$ cat src/rtl/io_uart_rx_port.sv
// Serial 8N1 receive port. Incoming bytes are buffered in a small FIFO.
// The FIFO head is presented as the IOIn word for WriteBack, which pops it on io_read.
module io_uart_rx_port #(
    parameter int unsigned CLKS_PER_BIT = 434,
    parameter int unsigned FIFO_DEPTH   = 8
) (
    input  logic                          clk,
    input  logic                          reset,
    input  logic                          rx,
    input  logic                          io_read,
    input  logic                          clr_err,
    output logic [31:0]                   io_data,
    output logic [$clog2(FIFO_DEPTH):0]   fifo_count,
    output logic                          overrun,
    output logic                          frame_err
);

    localparam int unsigned CNT_W    = $clog2(CLKS_PER_BIT);
    localparam int unsigned PTR_W    = $clog2(FIFO_DEPTH);
    localparam int unsigned CNT_HALF = CLKS_PER_BIT / 2 - 1;
    localparam int unsigned CNT_LAST = CLKS_PER_BIT - 1;

    typedef enum logic [2:0] {
        IDLE      = 3'd0,
        START     = 3'd1,
        DATA      = 3'd2,
        STOP      = 3'd3,
        WAIT_IDLE = 3'd4
    } state_t;

    state_t             state, state_n;
    logic [CNT_W-1:0]   clk_cnt, clk_cnt_n;
    logic [2:0]         bit_cnt, bit_cnt_n;
    logic [7:0]         shift, shift_n;
    logic               push_c, ferr_set_c;
    logic               rx_m, rx_s;

    logic [7:0]         mem [FIFO_DEPTH];
    logic [PTR_W-1:0]   wr_ptr, rd_ptr;
    logic               full_c, pop_c, do_push_c, ovr_set_c;

    // Two-flop synchronizer for the asynchronous serial line (idles high)
    always_ff @(posedge clk) begin
        if (reset) begin
            rx_m <= 1'b1;
            rx_s <= 1'b1;
        end else begin
            rx_m <= rx;
            rx_s <= rx_m;
        end
    end

    // Receiver state and datapath registers
    always_ff @(posedge clk) begin
        if (reset) begin
            state   <= IDLE;
            clk_cnt <= '0;
            bit_cnt <= '0;
            shift   <= '0;
        end else begin
            state   <= state_n;
            clk_cnt <= clk_cnt_n;
            bit_cnt <= bit_cnt_n;
            shift   <= shift_n;
        end
    end

    // Frame sequencing: start-bit qualification at mid-bit, LSB-first data, stop check
    always_comb begin
        state_n    = state;
        clk_cnt_n  = clk_cnt + CNT_W'(1);
        bit_cnt_n  = bit_cnt;
        shift_n    = shift;
        push_c     = 1'b0;
        ferr_set_c = 1'b0;
        case (state)
            IDLE: begin
                clk_cnt_n = '0;
                if (!rx_s) state_n = START;
            end
            START: begin
                if (clk_cnt == CNT_W'(CNT_HALF)) begin
                    clk_cnt_n = '0;
                    bit_cnt_n = '0;
                    state_n   = rx_s ? IDLE : DATA;
                end
            end
            DATA: begin
                if (clk_cnt == CNT_W'(CNT_LAST)) begin
                    clk_cnt_n = '0;
                    shift_n   = {rx_s, shift[7:1]};
                    bit_cnt_n = bit_cnt + 3'd1;
                    if (bit_cnt == 3'd7) state_n = STOP;
                end
            end
            STOP: begin
                if (clk_cnt == CNT_W'(CNT_LAST)) begin
                    clk_cnt_n = '0;
                    if (rx_s) begin
                        push_c  = 1'b1;
                        state_n = IDLE;
                    end else begin
                        ferr_set_c = 1'b1;
                        state_n    = WAIT_IDLE;
                    end
                end
            end
            WAIT_IDLE: begin
                clk_cnt_n = '0;
                if (rx_s) state_n = IDLE;
            end
            default: state_n = IDLE;
        endcase
    end

    // FIFO control: a pop frees room for a same-cycle push even when full
    always_comb begin
        full_c    = (fifo_count == (PTR_W+1)'(FIFO_DEPTH));
        pop_c     = io_read && (fifo_count != '0);
        do_push_c = push_c && (!full_c || pop_c);
        ovr_set_c = push_c && full_c && !pop_c;
    end

    // FIFO pointers, occupancy and sticky error flags
    always_ff @(posedge clk) begin
        if (reset) begin
            wr_ptr     <= '0;
            rd_ptr     <= '0;
            fifo_count <= '0;
            overrun    <= 1'b0;
            frame_err  <= 1'b0;
        end else begin
            if (do_push_c) wr_ptr <= wr_ptr + PTR_W'(1);
            if (pop_c)     rd_ptr <= rd_ptr + PTR_W'(1);
            case ({do_push_c, pop_c})
                2'b10:   fifo_count <= fifo_count + (PTR_W+1)'(1);
                2'b01:   fifo_count <= fifo_count - (PTR_W+1)'(1);
                default: fifo_count <= fifo_count;
            endcase
            if (ovr_set_c)    overrun <= 1'b1;
            else if (clr_err) overrun <= 1'b0;
            if (ferr_set_c)   frame_err <= 1'b1;
            else if (clr_err) frame_err <= 1'b0;
        end
    end

    // FIFO storage (contents are don't-care while not counted)
    always_ff @(posedge clk) begin
        if (do_push_c) mem[wr_ptr] <= shift;
    end

    assign io_data = (fifo_count != '0) ? {23'b0, 1'b1, mem[rd_ptr]} : 32'b0;

endmodule

$ cat config.mk
export PLATFORM = sky130hd
export DESIGN_NAME = io_uart_rx_port
export DESIGN_NICKNAME = d
export VERILOG_FILES = /design/src/rtl/io_uart_rx_port.sv
export SDC_FILE = /design/constraint.sdc
export NUM_CORES = 1
export LEC_CHECK = 0
export ABC_AREA = 1
export CORE_ASPECT_RATIO = 1.4
export CORE_UTILIZATION = 25
export DETAILED_ROUTE_END_ITERATION = 10
export PLACE_DENSITY_LB_ADDON = 0.08
export REMOVE_ABC_BUFFERS = 1
export SLEW_MARGIN = 0
export SYNTH_ARGS = -nofsm -noshare
export SYNTH_HDL_FRONTEND = slang
export SYNTH_SLANG_ARGS = --single-unit
$ cat constraint.sdc
create_clock -name clk -period 3.5 [get_ports clk]
set_clock_uncertainty 0.15 [all_clocks]
set_input_delay 0.7 -clock clk [delete_from_list [all_inputs] [get_ports clk]]
set_output_delay 0.7 -clock clk [all_outputs]
set_load 0.05 [all_outputs]
==> flow_metrics.py <==
metrics = {
    "timing": {
        "setup_ws_ns": 0.445,
        "period_share_pct": 87.3,
        "worst_hold_slack_ns": 0.260,
        "fmax_mhz": 327,
        "setup_violations": 0,
        "drv_slew": 0,
        "final.setup.tns_ns": 0,
        "rsz0062_at_grt": "no",
        "fin_crit_ns": 3.06,
        "slew_headroom_pct": 66.5,
        "hold_viol": 0,
        "worstMarginPinSlew_ns": 0.502,
    },
    "routing": {
        "drt-total-wl_um": 9900,
        "num_vias": 3084,
        "firstDrtPassIters": 4,
        "vias_per_cell": 4.18,
        "routedWlPerCell_um": 13.4,
        "drtAntennaViolNets": 0,
        "drt_iter0_drc": 80,
        "drcViolationCount": 0,
    },
    "placed_design": {
        "place_congestion": 0.755,
        "dpl-instance-area_mm2": 0.00501,
        "pre_cts_slack_ns": 0.750,
        "portBuffers": 19,
        "dp_hpwl_um": 6890,
    },
    "logic_synthesis": {
        "syn_area_per_cell_um2": 9.86,
        "synth_compound_gate_area_share_pct": 10.1,
        "yosys_most_used_dff": "edfxtp_1",
        "synthXorXnorAreaFrac_pct": 0.953,
        "netlist_instances": 466,
        "async_reset_ff_share_pct": 0,
        "synth_cell_types": 31,
        "synth_top_family_by_area": "simple AND/OR/NAND/NOR gates",
        "yosysWarningCount": 0,
        "syn_area_mm2": 0.00459,
        "synth.largest_area_cell": "edfxtp_1",
        "synth_mux_area_share_pct": 0,
        "yosysTopAreaCellShare_pct": 41.8,
        "ys_ff_latch": 104,
        "yosysSeqAreaShare_pct": 59.3,
        "synth_fa_ha_area_share_pct": 2.18,
        "synth_area_leaders": "edfxtp_1 (42%), dfxtp_1 (17%), nor2_1 (8.1%)",
        "synth_edf_count": 64,
        "synthSimpleGateAreaFrac_pct": 19.0,
    },
    "floorplan": {
        "die_x_um": 117,
        "fp.dieH_um": 162,
        "start_util_pct": 25.5,
        "rows": 58,
        "die_area_mm2": 0.0189,
        "core_area_mm2": 0.0180,
        "num_io_pins": 43,
    },
    "hold_path": {
        "hp-class": "flop to flop",
    },
    "cts": {
        "cts.clk_slew.worst_paths_ns": 0.07,
        "clockBufferDepth": 2,
        "ctsResizeCount": 0,
        "cts_buffers": 9,
        "cts_setup_buffers": 0,
        "clock_latency_ns": 0.34,
        "cts_tree": "built",
        "cts_root_buf": "clkbuf_16",
        "htree_num_levels": 3,
        "holdBufCountCts": 0,
        "numClockSinks": 104,
    },
    "worst_setup_path": {
        "critPathLaunchType": "flop",
        "worstPathRequired_ns": 2.65,
        "cp-end-kind": "primary output",
        "path_max_fanout": 9,
        "path_class": "flop to primary output",
        "worstPathArrival_ns": 2.21,
    },
    "final_layout": {
        "antennaDiodeCount": 0,
        "layout.nets": 505,
        "drive_above_1_share_pct": 12.3,
        "final_common_cell": "nor2_1",
        "final_cell_mix": "nor2_1 (99), edfxtp_1 (64), dfxtp_1 (40)",
        "design_area_mm2": 0.00529,
        "syn_to_final_growth_pct": 15.2,
    },
    "global_routing": {
        "antenna_found_initial": 0,
        "grt_pass1_vias": 3101,
        "grt_usage_pct": 11.2,
        "gr-total-overflow": 0,
        "grt_max_degree": 33,
        "grt_pass1_wl_um": 15700,
    },
    "power_and_ir_drop": {
        "ir_worst_vdd_mv": 0.202,
        "leakagePower_uw": 0.00193,
        "fin_total_pwr_uw": 3800,
        "p_per_area_mw_per_mm2": 718,
    },
    "run_status": {
        "status": "finished clean",
    },
    "job": {
        "cap_violations": 0,
    },
}
-- power by group --
group | internal, uW | leakage (uW) | switching (uW) | total (uW)
logic | 409 | 0.000880 | 1020 | 1430
registers | 1340 | 0.000917 | 52.7 | 1390
clock network | 498 | 0.000133 | 482 | 980
-- stage by stage --
step	utilization [%]	std cells
after floorplan	-	449
after global placement	27.8	721
after detailed placement	27.8	721
after CTS	29.4	737
after global routing	29.4	737
final	29.4	737
-- worst max-delay path: stages (launching register included) --
cell and delay, ns:
dfxtp_1 0.35, nor2_1 0.16, nand2_1 0.09, nor2_1 0.26
inv_1 0.24, clkdlybuf4s50_1 0.76
-- Yosys cell counts (13+ instances only) --
cell      number
o32ai_1       16
clkbuf_1      13
nand3_1       22
nor3_1        13
dfxtp_1       40
nand2_1       38
o21ai_0       32
buf_4         24
a21oi_1       23
edfxtp_1      64
nor2_1        99
inv_1         32
-- logic make-up after synthesis --
| group | Yosys count |
|---|---|
| adder cells (fa/ha/maj) | 8 |
| other | 1 |
| buffers and inverters | 78 |
| AO/OA/AOI/OAI | 78 |
| flip-flops | 104 |
| XOR/XNOR | 5 |
| AND/OR/NAND/NOR | 192 |
-- metal layers --
layer / share of wire [%] / vias up / global-route usage (%)
met3: 2.2 / 6 / 3.01
met2: 54 / 33 / 20.4
met4: 0.89 / 0 / 4.20
met5: 0 / - / 0
met1: 43 / 1461 / 12.2
li1: - / 1584 / -
-- flip-flops by register name (all words and copies together) (netlist names), named ones only --
name        cells
bit_cnt         3
clk_cnt         9
fifo_count      4
frame_err       1
mem            64
overrun         1
rd_ptr          3
rx_m            1
rx_s            1
shift           8
state           3
wr_ptr          3
-- area by class of cell --
cell class | count | area, um^2
Clock buffer | 9 | 225
Clock inverter | 7 | 62.6
Tap cell | 240 | 300
Inverter | 39 | 146
Multi-Input combinational cell | 306 | 1570
Sequential cell | 104 | 2720
Fill cell | 1947 | 12700
Timing Repair Buffer | 32 | 268
-- worst paths after layout --
path	startpoint	endpoint	slack [ns]	cells after the start
hold reg to reg	rx_m	rx_s	0.26	1
hold / removal	rx_m	rx_s	0.26	1
setup reg to reg	clk_cnt[0]	mem[6][3]	1.07	10
setup / recovery	fifo_count[0]	io_data[8]	0.44	5
Power figures use the tool's default switching activity.
